File: src/rtl/local_velocity_mac_pkg.sv
// Shared types and default parameters for the local velocity MAC.
// Holds the FSM state set and the default word/gain settings.
package local_velocity_mac_pkg;

  localparam int DATAWIDTH_N_DEF  = 32;
  localparam int FRACTIONAL_Q_DEF = 15;
  localparam int K_V_DEF          = 328;
  localparam int K_W_DEF          = 1638;

  typedef enum logic [2:0] {
    ST_IDLE   = 3'd0,
    ST_SUM    = 3'd1,
    ST_MUL_VX = 3'd2,
    ST_MUL_VY = 3'd3,
    ST_MUL_WZ = 3'd4,
    ST_DONE   = 3'd5
  } state_t;

endpackage

File: src/rtl/local_velocity_mac_mul_sat.sv
// Signed fixed-point multiply, arithmetic right shift, and saturation.
// Ports: a (N+2 sum), k (N gain) in; y (N result), sat (clamped) out.
module fx_mul_sat #(
  parameter int DATAWIDTH_N  = 32,
  parameter int FRACTIONAL_Q = 15
) (
  input  logic signed [DATAWIDTH_N+1:0] a,
  input  logic signed [DATAWIDTH_N-1:0] k,
  output logic signed [DATAWIDTH_N-1:0] y,
  output logic                          sat
);

  localparam int PW = 2 * DATAWIDTH_N + 2;

  localparam logic signed [PW-1:0] MAX_V =
    {{(PW-DATAWIDTH_N+1){1'b0}}, {(DATAWIDTH_N-1){1'b1}}};
  localparam logic signed [PW-1:0] MIN_V =
    {{(PW-DATAWIDTH_N+1){1'b1}}, {(DATAWIDTH_N-1){1'b0}}};

  logic signed [PW-1:0] prod;
  logic signed [PW-1:0] shf;

  // PW bits hold any (N+2)x(N) signed product exactly.
  assign prod = PW'(a) * PW'(k);
  assign shf  = prod >>> FRACTIONAL_Q;

  always_comb begin
    y   = shf[DATAWIDTH_N-1:0];
    sat = 1'b0;
    if (shf > MAX_V) begin
      y   = MAX_V[DATAWIDTH_N-1:0];
      sat = 1'b1;
    end else if (shf < MIN_V) begin
      y   = MIN_V[DATAWIDTH_N-1:0];
      sat = 1'b1;
    end
  end

endmodule

File: src/rtl/local_velocity_mac.sv
// Mecanum wheel speeds to local body velocity (vx, vy, wz) via one shared MAC.
// Ports: clock, async low reset, start, W1..W4 in; VX/VY/WZ, busy, done, sat out.
module local_velocity_mac
  import local_velocity_mac_pkg::*;
#(
  parameter int DATAWIDTH_N  = DATAWIDTH_N_DEF,
  parameter int FRACTIONAL_Q = FRACTIONAL_Q_DEF,
  parameter int K_V          = K_V_DEF,
  parameter int K_W          = K_W_DEF
) (
  input  logic                   LOCAL_VELOCITY_MAC_CLOCK_50,
  input  logic                   LOCAL_VELOCITY_MAC_Reset_InLow,
  input  logic                   LOCAL_VELOCITY_MAC_Start_In,
  input  logic [DATAWIDTH_N-1:0] LOCAL_VELOCITY_MAC_W1_InBus,
  input  logic [DATAWIDTH_N-1:0] LOCAL_VELOCITY_MAC_W2_InBus,
  input  logic [DATAWIDTH_N-1:0] LOCAL_VELOCITY_MAC_W3_InBus,
  input  logic [DATAWIDTH_N-1:0] LOCAL_VELOCITY_MAC_W4_InBus,
  output logic [DATAWIDTH_N-1:0] LOCAL_VELOCITY_MAC_VX_OutBus,
  output logic [DATAWIDTH_N-1:0] LOCAL_VELOCITY_MAC_VY_OutBus,
  output logic [DATAWIDTH_N-1:0] LOCAL_VELOCITY_MAC_WZ_OutBus,
  output logic                   LOCAL_VELOCITY_MAC_Busy_Out,
  output logic                   LOCAL_VELOCITY_MAC_Done_Out,
  output logic                   LOCAL_VELOCITY_MAC_Sat_Out
);

  localparam int SW = DATAWIDTH_N + 2;

  localparam logic signed [DATAWIDTH_N-1:0] KV = DATAWIDTH_N'(K_V);
  localparam logic signed [DATAWIDTH_N-1:0] KW = DATAWIDTH_N'(K_W);

  logic clk;
  logic rst_n;
  logic start;

  assign clk   = LOCAL_VELOCITY_MAC_CLOCK_50;
  assign rst_n = LOCAL_VELOCITY_MAC_Reset_InLow;
  assign start = LOCAL_VELOCITY_MAC_Start_In;

  state_t state;
  state_t state_nxt;

  logic signed [DATAWIDTH_N-1:0] w1_q;
  logic signed [DATAWIDTH_N-1:0] w2_q;
  logic signed [DATAWIDTH_N-1:0] w3_q;
  logic signed [DATAWIDTH_N-1:0] w4_q;

  logic signed [SW-1:0] e1;
  logic signed [SW-1:0] e2;
  logic signed [SW-1:0] e3;
  logic signed [SW-1:0] e4;

  logic signed [SW-1:0] sx;
  logic signed [SW-1:0] sy;
  logic signed [SW-1:0] sw;

  logic signed [SW-1:0]          mul_a;
  logic signed [DATAWIDTH_N-1:0] mul_k;
  logic signed [DATAWIDTH_N-1:0] mul_y;
  logic                          mul_sat;

  logic signed [DATAWIDTH_N-1:0] vx_st;
  logic signed [DATAWIDTH_N-1:0] vy_st;
  logic signed [DATAWIDTH_N-1:0] wz_st;
  logic                          sat_vx;
  logic                          sat_vy;
  logic                          sat_wz;

  assign e1 = SW'(w1_q);
  assign e2 = SW'(w2_q);
  assign e3 = SW'(w3_q);
  assign e4 = SW'(w4_q);

  assign LOCAL_VELOCITY_MAC_Busy_Out = (state != ST_IDLE);

  always_comb begin
    state_nxt = ST_IDLE;
    unique case (1'b1)
      state == ST_IDLE:   state_nxt = start ? ST_SUM : ST_IDLE;
      state == ST_SUM:    state_nxt = ST_MUL_VX;
      state == ST_MUL_VX: state_nxt = ST_MUL_VY;
      state == ST_MUL_VY: state_nxt = ST_MUL_WZ;
      state == ST_MUL_WZ: state_nxt = ST_DONE;
      default:            state_nxt = ST_IDLE;
    endcase
  end

  // Operand select for the single shared multiplier.
  always_comb begin
    mul_a = '0;
    mul_k = '0;
    unique case (1'b1)
      state == ST_MUL_VX: begin
        mul_a = sx;
        mul_k = KV;
      end
      state == ST_MUL_VY: begin
        mul_a = sy;
        mul_k = KV;
      end
      state == ST_MUL_WZ: begin
        mul_a = sw;
        mul_k = KW;
      end
      default: ;
    endcase
  end

  fx_mul_sat #(
    .DATAWIDTH_N  (DATAWIDTH_N),
    .FRACTIONAL_Q (FRACTIONAL_Q)
  ) u_mul (
    .a   (mul_a),
    .k   (mul_k),
    .y   (mul_y),
    .sat (mul_sat)
  );

  always_ff @(posedge clk or negedge rst_n) begin
    if (!rst_n) begin
      state  <= ST_IDLE;
      w1_q   <= '0;
      w2_q   <= '0;
      w3_q   <= '0;
      w4_q   <= '0;
      sx     <= '0;
      sy     <= '0;
      sw     <= '0;
      vx_st  <= '0;
      vy_st  <= '0;
      wz_st  <= '0;
      sat_vx <= 1'b0;
      sat_vy <= 1'b0;
      sat_wz <= 1'b0;
      LOCAL_VELOCITY_MAC_VX_OutBus <= '0;
      LOCAL_VELOCITY_MAC_VY_OutBus <= '0;
      LOCAL_VELOCITY_MAC_WZ_OutBus <= '0;
      LOCAL_VELOCITY_MAC_Done_Out  <= 1'b0;
      LOCAL_VELOCITY_MAC_Sat_Out   <= 1'b0;
    end else begin
      state <= state_nxt;
      LOCAL_VELOCITY_MAC_Done_Out <= 1'b0;
      unique case (1'b1)
        state == ST_IDLE: begin
          if (start) begin
            w1_q <= LOCAL_VELOCITY_MAC_W1_InBus;
            w2_q <= LOCAL_VELOCITY_MAC_W2_InBus;
            w3_q <= LOCAL_VELOCITY_MAC_W3_InBus;
            w4_q <= LOCAL_VELOCITY_MAC_W4_InBus;
          end
        end
        state == ST_SUM: begin
          sx <=  e1 + e2 + e3 + e4;
          sy <= -e1 + e2 + e3 - e4;
          sw <= -e1 + e2 - e3 + e4;
        end
        state == ST_MUL_VX: begin
          vx_st  <= mul_y;
          sat_vx <= mul_sat;
        end
        state == ST_MUL_VY: begin
          vy_st  <= mul_y;
          sat_vy <= mul_sat;
        end
        state == ST_MUL_WZ: begin
          wz_st  <= mul_y;
          sat_wz <= mul_sat;
        end
        state == ST_DONE: begin
          LOCAL_VELOCITY_MAC_VX_OutBus <= vx_st;
          LOCAL_VELOCITY_MAC_VY_OutBus <= vy_st;
          LOCAL_VELOCITY_MAC_WZ_OutBus <= wz_st;
          LOCAL_VELOCITY_MAC_Sat_Out   <= sat_vx | sat_vy | sat_wz;
          LOCAL_VELOCITY_MAC_Done_Out  <= 1'b1;
        end
        default: ;
      endcase
    end
  end

endmodule
File: config.mk
export PLATFORM = sky130hd
export DESIGN_NAME = local_velocity_mac
export DESIGN_NICKNAME = d
export VERILOG_FILES = /design/src/rtl/local_velocity_mac_pkg.sv /design/src/rtl/local_velocity_mac_mul_sat.sv /design/src/rtl/local_velocity_mac.sv
export SDC_FILE = /design/constraint.sdc
export NUM_CORES = 2
export LEC_CHECK = 0
export ABC_CLOCK_PERIOD_IN_PS = 8800
export CORE_MARGIN = 1.5
export CORE_UTILIZATION = 40
export CTS_CLUSTER_DIAMETER = 60
export DETAILED_ROUTE_END_ITERATION = 8
export PLACE_DENSITY_LB_ADDON = 0.25
export SETUP_SLACK_MARGIN = 0.02
export SKIP_CTS_REPAIR_TIMING = 1
export SYNTH_ARGS = -nofsm -noshare
export SYNTH_HDL_FRONTEND = slang
export SYNTH_SLANG_ARGS = --single-unit
File: constraint.sdc
create_clock -name LOCAL_VELOCITY_MAC_CLOCK_50 -period 8.8 [get_ports LOCAL_VELOCITY_MAC_CLOCK_50]
set_clock_uncertainty 0.05 [all_clocks]
set_input_delay 1.32 -clock LOCAL_VELOCITY_MAC_CLOCK_50 [delete_from_list [all_inputs] [get_ports LOCAL_VELOCITY_MAC_CLOCK_50]]
set_output_delay 1.32 -clock LOCAL_VELOCITY_MAC_CLOCK_50 [all_outputs]
set_load 0.02 [all_outputs]
==> Word-level counts from Yosys, hierarchy flattened <==
Cells that the tools add are included.
{ "classes": {"n_addsub": 9, "multipliers": 1, "order_cmp": 2, "eq_ne": 5, "muxes": 9, "n_bitwise": 2, "n_reduce_logical": 4} }
{ "ops": {"columns": ["op", "count"], "rows": [
  ["$add A34 B32 Y34", 4],
  ["$pmux W34 S3", 1],
  ["$sub A34 B32 Y34", 2],
  ["$mux W32", 2],
  ["$mul A34 B12 Y46", 1],
  ["$add A33 B32 Y34", 1],
  ["$neg A32 Y34", 1],
  ["$add A32 B32 Y33", 1],
  ["$gt A31 B32 Y1 const B", 1],
  ["$lt A31 B32 Y1 const B", 1],
  ["$pmux W11 S2", 1],
  ["$pmux W3 S5", 1],
  ["$eq A3 B2 Y1 const B", 2],
  ["$eq A3 B3 Y1 const B", 2],
  ["$mux W1", 4],
  ["$eq A3 B1 Y1 const B", 1],
  ["$logic_not A3 Y1", 1],
  ["$reduce_bool A3 Y1", 1],
  ["$or A1 B1 Y1", 2],
  ["$reduce_and A2 Y1", 1],
  ["$reduce_or A2 Y1", 1]
]} }
{ "word_totals": {"ff_bits": 430, "inputBits": 131, "out_inout_bits": 99, "elab_cells": 51} }

==> Longest topological paths before layout <==
{ "logic_depth": {"depth_word": 7, "depth_mapped": 30, "mapped_depth_nobuf": 27} }

==> Cells and area by module <==
Synthesis repeated with hierarchy kept, for this count alone.
{ "hier_totals": {"hier_cells": 6702, "hier_area_um2": 63896.3} }
{ "by_module_without_submodules": {"columns": ["module", "n_inst", "cells_per_inst", "area_per_inst_um2", "seq_area_each_um2"], "rows": [
  ["fx_mul_sat", 1, 4175, 38680.8, 0.0],
  ["local_velocity_mac", 1, 2527, 25215.4, 10760.3]
]} }

==> Worst setup path after synthesis <==
No wires, ideal clock.
{ "synth_timing": {"kind": "register -> register", "from": "register state[0]", "to": "register vy_st[12]", "setup_time_ps": 130, "t_arrival_ps": 6886, "t_required_ps": 8620, "path_slack_ps": 1734, "stages_incl_launch_ff": 28, "path_buffers": 3, "synth_period_minus_slack_ps": 7066, "cell_sequence": "dfrtp_1 > clkbuf_1 > buf_1 > clkbuf_1 > mux2i_1 > nor2_1 > or2_2 > ha_1 > inv_1 > fa_1 > inv_1 > fa_1 > fa_1 > inv_1 > fa_1 > inv_1 > ha_1 > nor3_1 > o2111ai_1 > a41oi_1 > nor4b_1 > or3_1 > and2_1 > a221o_1 > a21oi_1 > o21bai_1 > xnor2_1 > o21ai_1"} }
{ "synth_via": {"elab_chain_len": 7, "word_cells_on_any_way": 11, "classes_between": "mul: 1; order compare: 2; eq/ne: 3; mux: 4; reduce/logical: 1"} }
{ "synth_rtl": {"columns": ["item", "line_no", "text"], "rows": [
  ["start, declared", "local_velocity_mac.sv:39", "state_t state;"],
  ["start signal, assigned", "local_velocity_mac.sv:140", "state <= state_nxt;"],
  ["$eq A3 B2 Y1 (on tied branches)", "local_velocity_mac.sv:92, local_velocity_mac.sv:96, local_velocity_mac.sv:160", null],
  ["$reduce_or A2 Y1 (no source line)", null, null],
  ["$pmux W11 S2", "local_velocity_mac.sv:91", "unique case (1'b1)"],
  ["$mul A34 B12 Y46", "local_velocity_mac_mul_sat.sv:24", "assign prod = PW'(a) * PW'(k);"],
  ["$lt A31 B32 Y1", "local_velocity_mac_mul_sat.sv:33", "end else if (shf < MIN_V) begin"],
  ["$mux W32", "local_velocity_mac_mul_sat.sv:33", null],
  ["$mux W32", "local_velocity_mac_mul_sat.sv:30", "if (shf > MAX_V) begin"],
  ["end signal, assigned", "local_velocity_mac.sv:161", "vy_st <= mul_y;"],
  ["end, declared", "local_velocity_mac.sv:62", "logic signed [DATAWIDTH_N-1:0] vy_st;"]
]} }
Parallel ways exist; a longest one is shown, timed or not.
A chain may end at the register's enable or synchronous reset.

==> Worst setup path in the final report <==
{ "layout_timing": {"from": "register state[0]", "to": "register vy_st[30]"} }
Same word-level chain as after synthesis.

==> out/results.ini <==
[final_layout]
area_delta_synth_final_pct = 15.2
final_util = 0.465
largest_registers = sw x34, sx x34, sy x34
layout.cells.non_filler = 5033
final_net_count = 4626
post_route_cells_drive_above_1_share = 0.0527
diodes = 0

[drt]
detail_route.drc_violations = 0
routed-wl-met2_um = 35200
route.detailed.wl_per_inst_um = 16.2
m1WireLength_um = 42000
highest_layer = met4
detailroute.via_count = 24500
detailedRoute.firstIterationViolations = 1156
final_antenna_net_count = 0
drt_pre_antenna_iters = 5
wirelength_um = 81600
wl_met3_um = 3170
post_drt_via_cell_ratio = 4.86

[floorplanning]
die_height_um = 296
row_count = 107
floorplan.initialDensity = 0.404
die_width_um = 296
core_mm2 = 0.0851
fp.dieArea_mm2 = 0.0877
io_pins = 230

[sta]
slew_violations = 0
worst_slew_margin = 0.255
finalWorstPathRequiredPeriod_ps = 7180
timing_hold_violations_final = 0
layout_worst_path_cycle_share = 0.816
grt_setup_unrepaired = no
finalSetupViolCount = 0
tns_ps = 0
worstMarginPinSlew_ps = 1120
fmaxAchievable_mhz = 139

[critical_path]
reg2reg_depth = 27
cp-end-kind = register
setup.worst_path.class = reg -> reg
reg2reg_slack_ps = 1620
rr_startpoint = state[0]
cp.arrival_ps = 7570
timing.rr.end = vy_st[30]
worst-endpoint-required_ps = 9190
critPathLaunchType = register
worst-path-max-fanout = 36

[yosys]
postSynthCellCount = 3661
ys_ff_latch = 426
synthesis.area_per_instance_um2 = 9.39
netlist_area_mm2 = 0.0344
synth_warnings = 0
post_synthesis_cell_type_count = 80
synth_seq_area_share = 0.310
ys_async_sr_fraction = 1.00
synthesis.nets = 4440
synth_top_flop_cell = sky130_fd_sc_hd__dfrtp_1
synth_enable_flop_cells = 0

[placed_design]
cell_count_after_placement = 4937
number_of_port_buffers = 228
hpwlAfterDp_um = 64500
gp_congestion = 0.884

[min_path]
worst_hold_path.endpoint = LOCAL_VELOCITY_MAC_VY_OutBus[14]
hp-class = reg -> reg
hp-start = vy_st[14]
holdPathStages = 2

[grt]
grt_pass1_wl_um = 133000
grt_antenna_before_repair = 0
grt_start_max_net_pins = 224
globalRouteTotalUtil = 0.190
via_count_of_the_first_global_routing_pass = 25100
grt_remaining_overflow = 0

[cts]
cts.htree.levels = 2
cts.clk_slew.worst_paths_ps = 60
bufs_on_longest_clock_path = 3
clk-insertion-delay-late_ps = 610
tritoncts_buffer_count = 52
cts-root-buf = sky130_fd_sc_hd__clkbuf_16
tritoncts_clock_tree = done
numClockSinks = 426

[status]
status = completed

[flow_run]
max-cap-violations = 0

==> metrics by stage <==
| step | area [um2] | worst slack [ps] | hold WS (ps) |
|---|---|---|---|
| finish | 39600 | 1620 | 407 |
| global route | 39600 | 1030 | 438 |
| CTS | 39600 | 1530 | 404 |
| detailed placement | 37800 | 1590 | 399 |
| global placement | 37800 | 1650 | 397 |
| floorplan | 34400 | 1730 | 389 |
==> layer usage <==
| layer | track usage | vias up |
|---|---|---|
| met1 | 0.289 | 11700 |
| li1 | - | 12300 |
| met2 | 0.293 | 461 |
| met3 | 0.0222 | 81 |
| met5 | 0 | - |
| met4 | 0.0352 | 0 |
==> cell families (layout without fill, tap and decap cells) <==
group / after synthesis / in the layout / share of synthesized area
flops: 426 / 426 / 0.310
mux: 74 / 74 / 0.0230
other cells: 2 / 2 / 0.000219
xor+xnor: 162 / 162 / 0.0421
simple gates: 1009 / 1009 / 0.126
fa+ha+maj: 648 / 648 / 0.305
buf+inv: 626 / 854 / 0.0691
compound gates: 714 / 714 / 0.125
==> how the worst max path moves through the flow <==
| stage | to | slack (ps) | startpoint |
|---|---|---|---|
| after global routing | vx_st[30] | 1030 | state[2] |
| after detailed placement | vx_st[30] | 1590 | state[2] |
| after floorplan | vy_st[12] | 1730 | state[0] |
| final | vy_st[30] | 1620 | state[0] |
| after CTS | vy_st[30] | 1530 | state[2] |
| after global placement | vy_st[30] | 1650 | state[0] |
==> synthesized netlist by cell type (3+ instances only) <==
cell / n / share of area
sky130_fd_sc_hd__a21oi_1: 135 / 0.020
sky130_fd_sc_hd__and4_1: 4 / 0.0010
sky130_fd_sc_hd__a21o_1: 74 / 0.016
sky130_fd_sc_hd__clkbuf_1: 93 / 0.010
sky130_fd_sc_hd__dfrtp_1: 426 / 0.31
sky130_fd_sc_hd__xor2_1: 82 / 0.021
sky130_fd_sc_hd__o21ai_0: 292 / 0.043
sky130_fd_sc_hd__a21oi_2: 4 / 0.0010
sky130_fd_sc_hd__o2111ai_1: 4 / 0.0010
sky130_fd_sc_hd__nand2_1: 666 / 0.073
sky130_fd_sc_hd__nand4_1: 10 / 0.0018
sky130_fd_sc_hd__o31ai_1: 14 / 0.0031
sky130_fd_sc_hd__xnor2_1: 78 / 0.020
sky130_fd_sc_hd__o31a_1: 6 / 0.0015
sky130_fd_sc_hd__nand3b_1: 3 / 0.00066
sky130_fd_sc_hd__nor3_1: 28 / 0.0041
sky130_fd_sc_hd__a221o_1: 7 / 0.0020
sky130_fd_sc_hd__fa_1: 314 / 0.18
sky130_fd_sc_hd__mux2i_1: 34 / 0.0099
sky130_fd_sc_hd__o21bai_1: 23 / 0.0050
sky130_fd_sc_hd__nor4_1: 3 / 0.00055
sky130_fd_sc_hd__o21ai_1: 49 / 0.0071
sky130_fd_sc_hd__and2_1: 41 / 0.0075
sky130_fd_sc_hd__and3_1: 14 / 0.0025
sky130_fd_sc_hd__nand3_1: 22 / 0.0032
sky130_fd_sc_hd__buf_1: 11 / 0.0012
sky130_fd_sc_hd__a2111oi_0: 5 / 0.0013
sky130_fd_sc_hd__mux2_2: 40 / 0.013
sky130_fd_sc_hd__nor3b_1: 5 / 0.0011
sky130_fd_sc_hd__nor2_1: 120 / 0.013
sky130_fd_sc_hd__a211oi_1: 22 / 0.0048
sky130_fd_sc_hd__nor2b_1: 12 / 0.0022
sky130_fd_sc_hd__a21boi_0: 6 / 0.0013
sky130_fd_sc_hd__o211ai_1: 5 / 0.0011
sky130_fd_sc_hd__or3_1: 10 / 0.0018
sky130_fd_sc_hd__inv_1: 516 / 0.056
sky130_fd_sc_hd__o21a_1: 21 / 0.0046
sky130_fd_sc_hd__nand2b_1: 26 / 0.0047
sky130_fd_sc_hd__a31oi_1: 15 / 0.0027
sky130_fd_sc_hd__ha_1: 334 / 0.12
sky130_fd_sc_hd__or2_2: 36 / 0.0066
==> cell usage in the layout (no fill, tap or decap), types with 49 or more instances in the layout <==
cell                              instances
sky130_fd_sc_hd__nand2_1                663
sky130_fd_sc_hd__inv_1                  516
sky130_fd_sc_hd__dfrtp_1                425
sky130_fd_sc_hd__ha_1                   334
sky130_fd_sc_hd__fa_1                   314
sky130_fd_sc_hd__o21ai_0                292
sky130_fd_sc_hd__clkdlybuf4s50_1        227
sky130_fd_sc_hd__a21oi_1                135
sky130_fd_sc_hd__nor2_1                 120
sky130_fd_sc_hd__xor2_1                  82
sky130_fd_sc_hd__xnor2_1                 78
sky130_fd_sc_hd__a21o_1                  74
sky130_fd_sc_hd__clkbuf_16               53
sky130_fd_sc_hd__o21ai_1                 49
==> worst max-delay path: stages, from the launching register on <==
cell,delay [ps]
sky130_fd_sc_hd__dfrtp_2,360
sky130_fd_sc_hd__buf_4,510
sky130_fd_sc_hd__inv_1,220
sky130_fd_sc_hd__nor2_1,140
sky130_fd_sc_hd__buf_4,230
sky130_fd_sc_hd__nand2_1,90
sky130_fd_sc_hd__nand2_1,120
sky130_fd_sc_hd__ha_1,160
sky130_fd_sc_hd__inv_1,50
sky130_fd_sc_hd__fa_1,520
sky130_fd_sc_hd__inv_1,50
sky130_fd_sc_hd__fa_1,460
sky130_fd_sc_hd__fa_1,540
sky130_fd_sc_hd__inv_1,50
sky130_fd_sc_hd__fa_1,530
sky130_fd_sc_hd__inv_1,50
sky130_fd_sc_hd__ha_1,370
sky130_fd_sc_hd__a22o_1,260
sky130_fd_sc_hd__nor4_1,160
sky130_fd_sc_hd__o221ai_1,180
sky130_fd_sc_hd__a221o_1,390
sky130_fd_sc_hd__o21ai_1,220
sky130_fd_sc_hd__nand2_1,160
sky130_fd_sc_hd__a31oi_1,340
sky130_fd_sc_hd__o21ai_1,160
sky130_fd_sc_hd__a21oi_1,200
sky130_fd_sc_hd__xnor2_1,280
sky130_fd_sc_hd__a21oi_1,140
==> layout make-up <==
| type | instances | area (um2) |
|---|---|---|
| fill | 8303 | 45600 |
| multi-input combinational | 2609 | 21400 |
| sequential | 426 | 10700 |
| timing repair buffer | 241 | 2420 |
| inverter | 517 | 1940 |
| clock buffer | 73 | 1510 |
| tap | 1144 | 1430 |
| clock inverter | 23 | 268 |
Power is left out: the tool's default activity adds up to more than one toggle a clock period on the data nets, which glitch-free logic cannot reach.
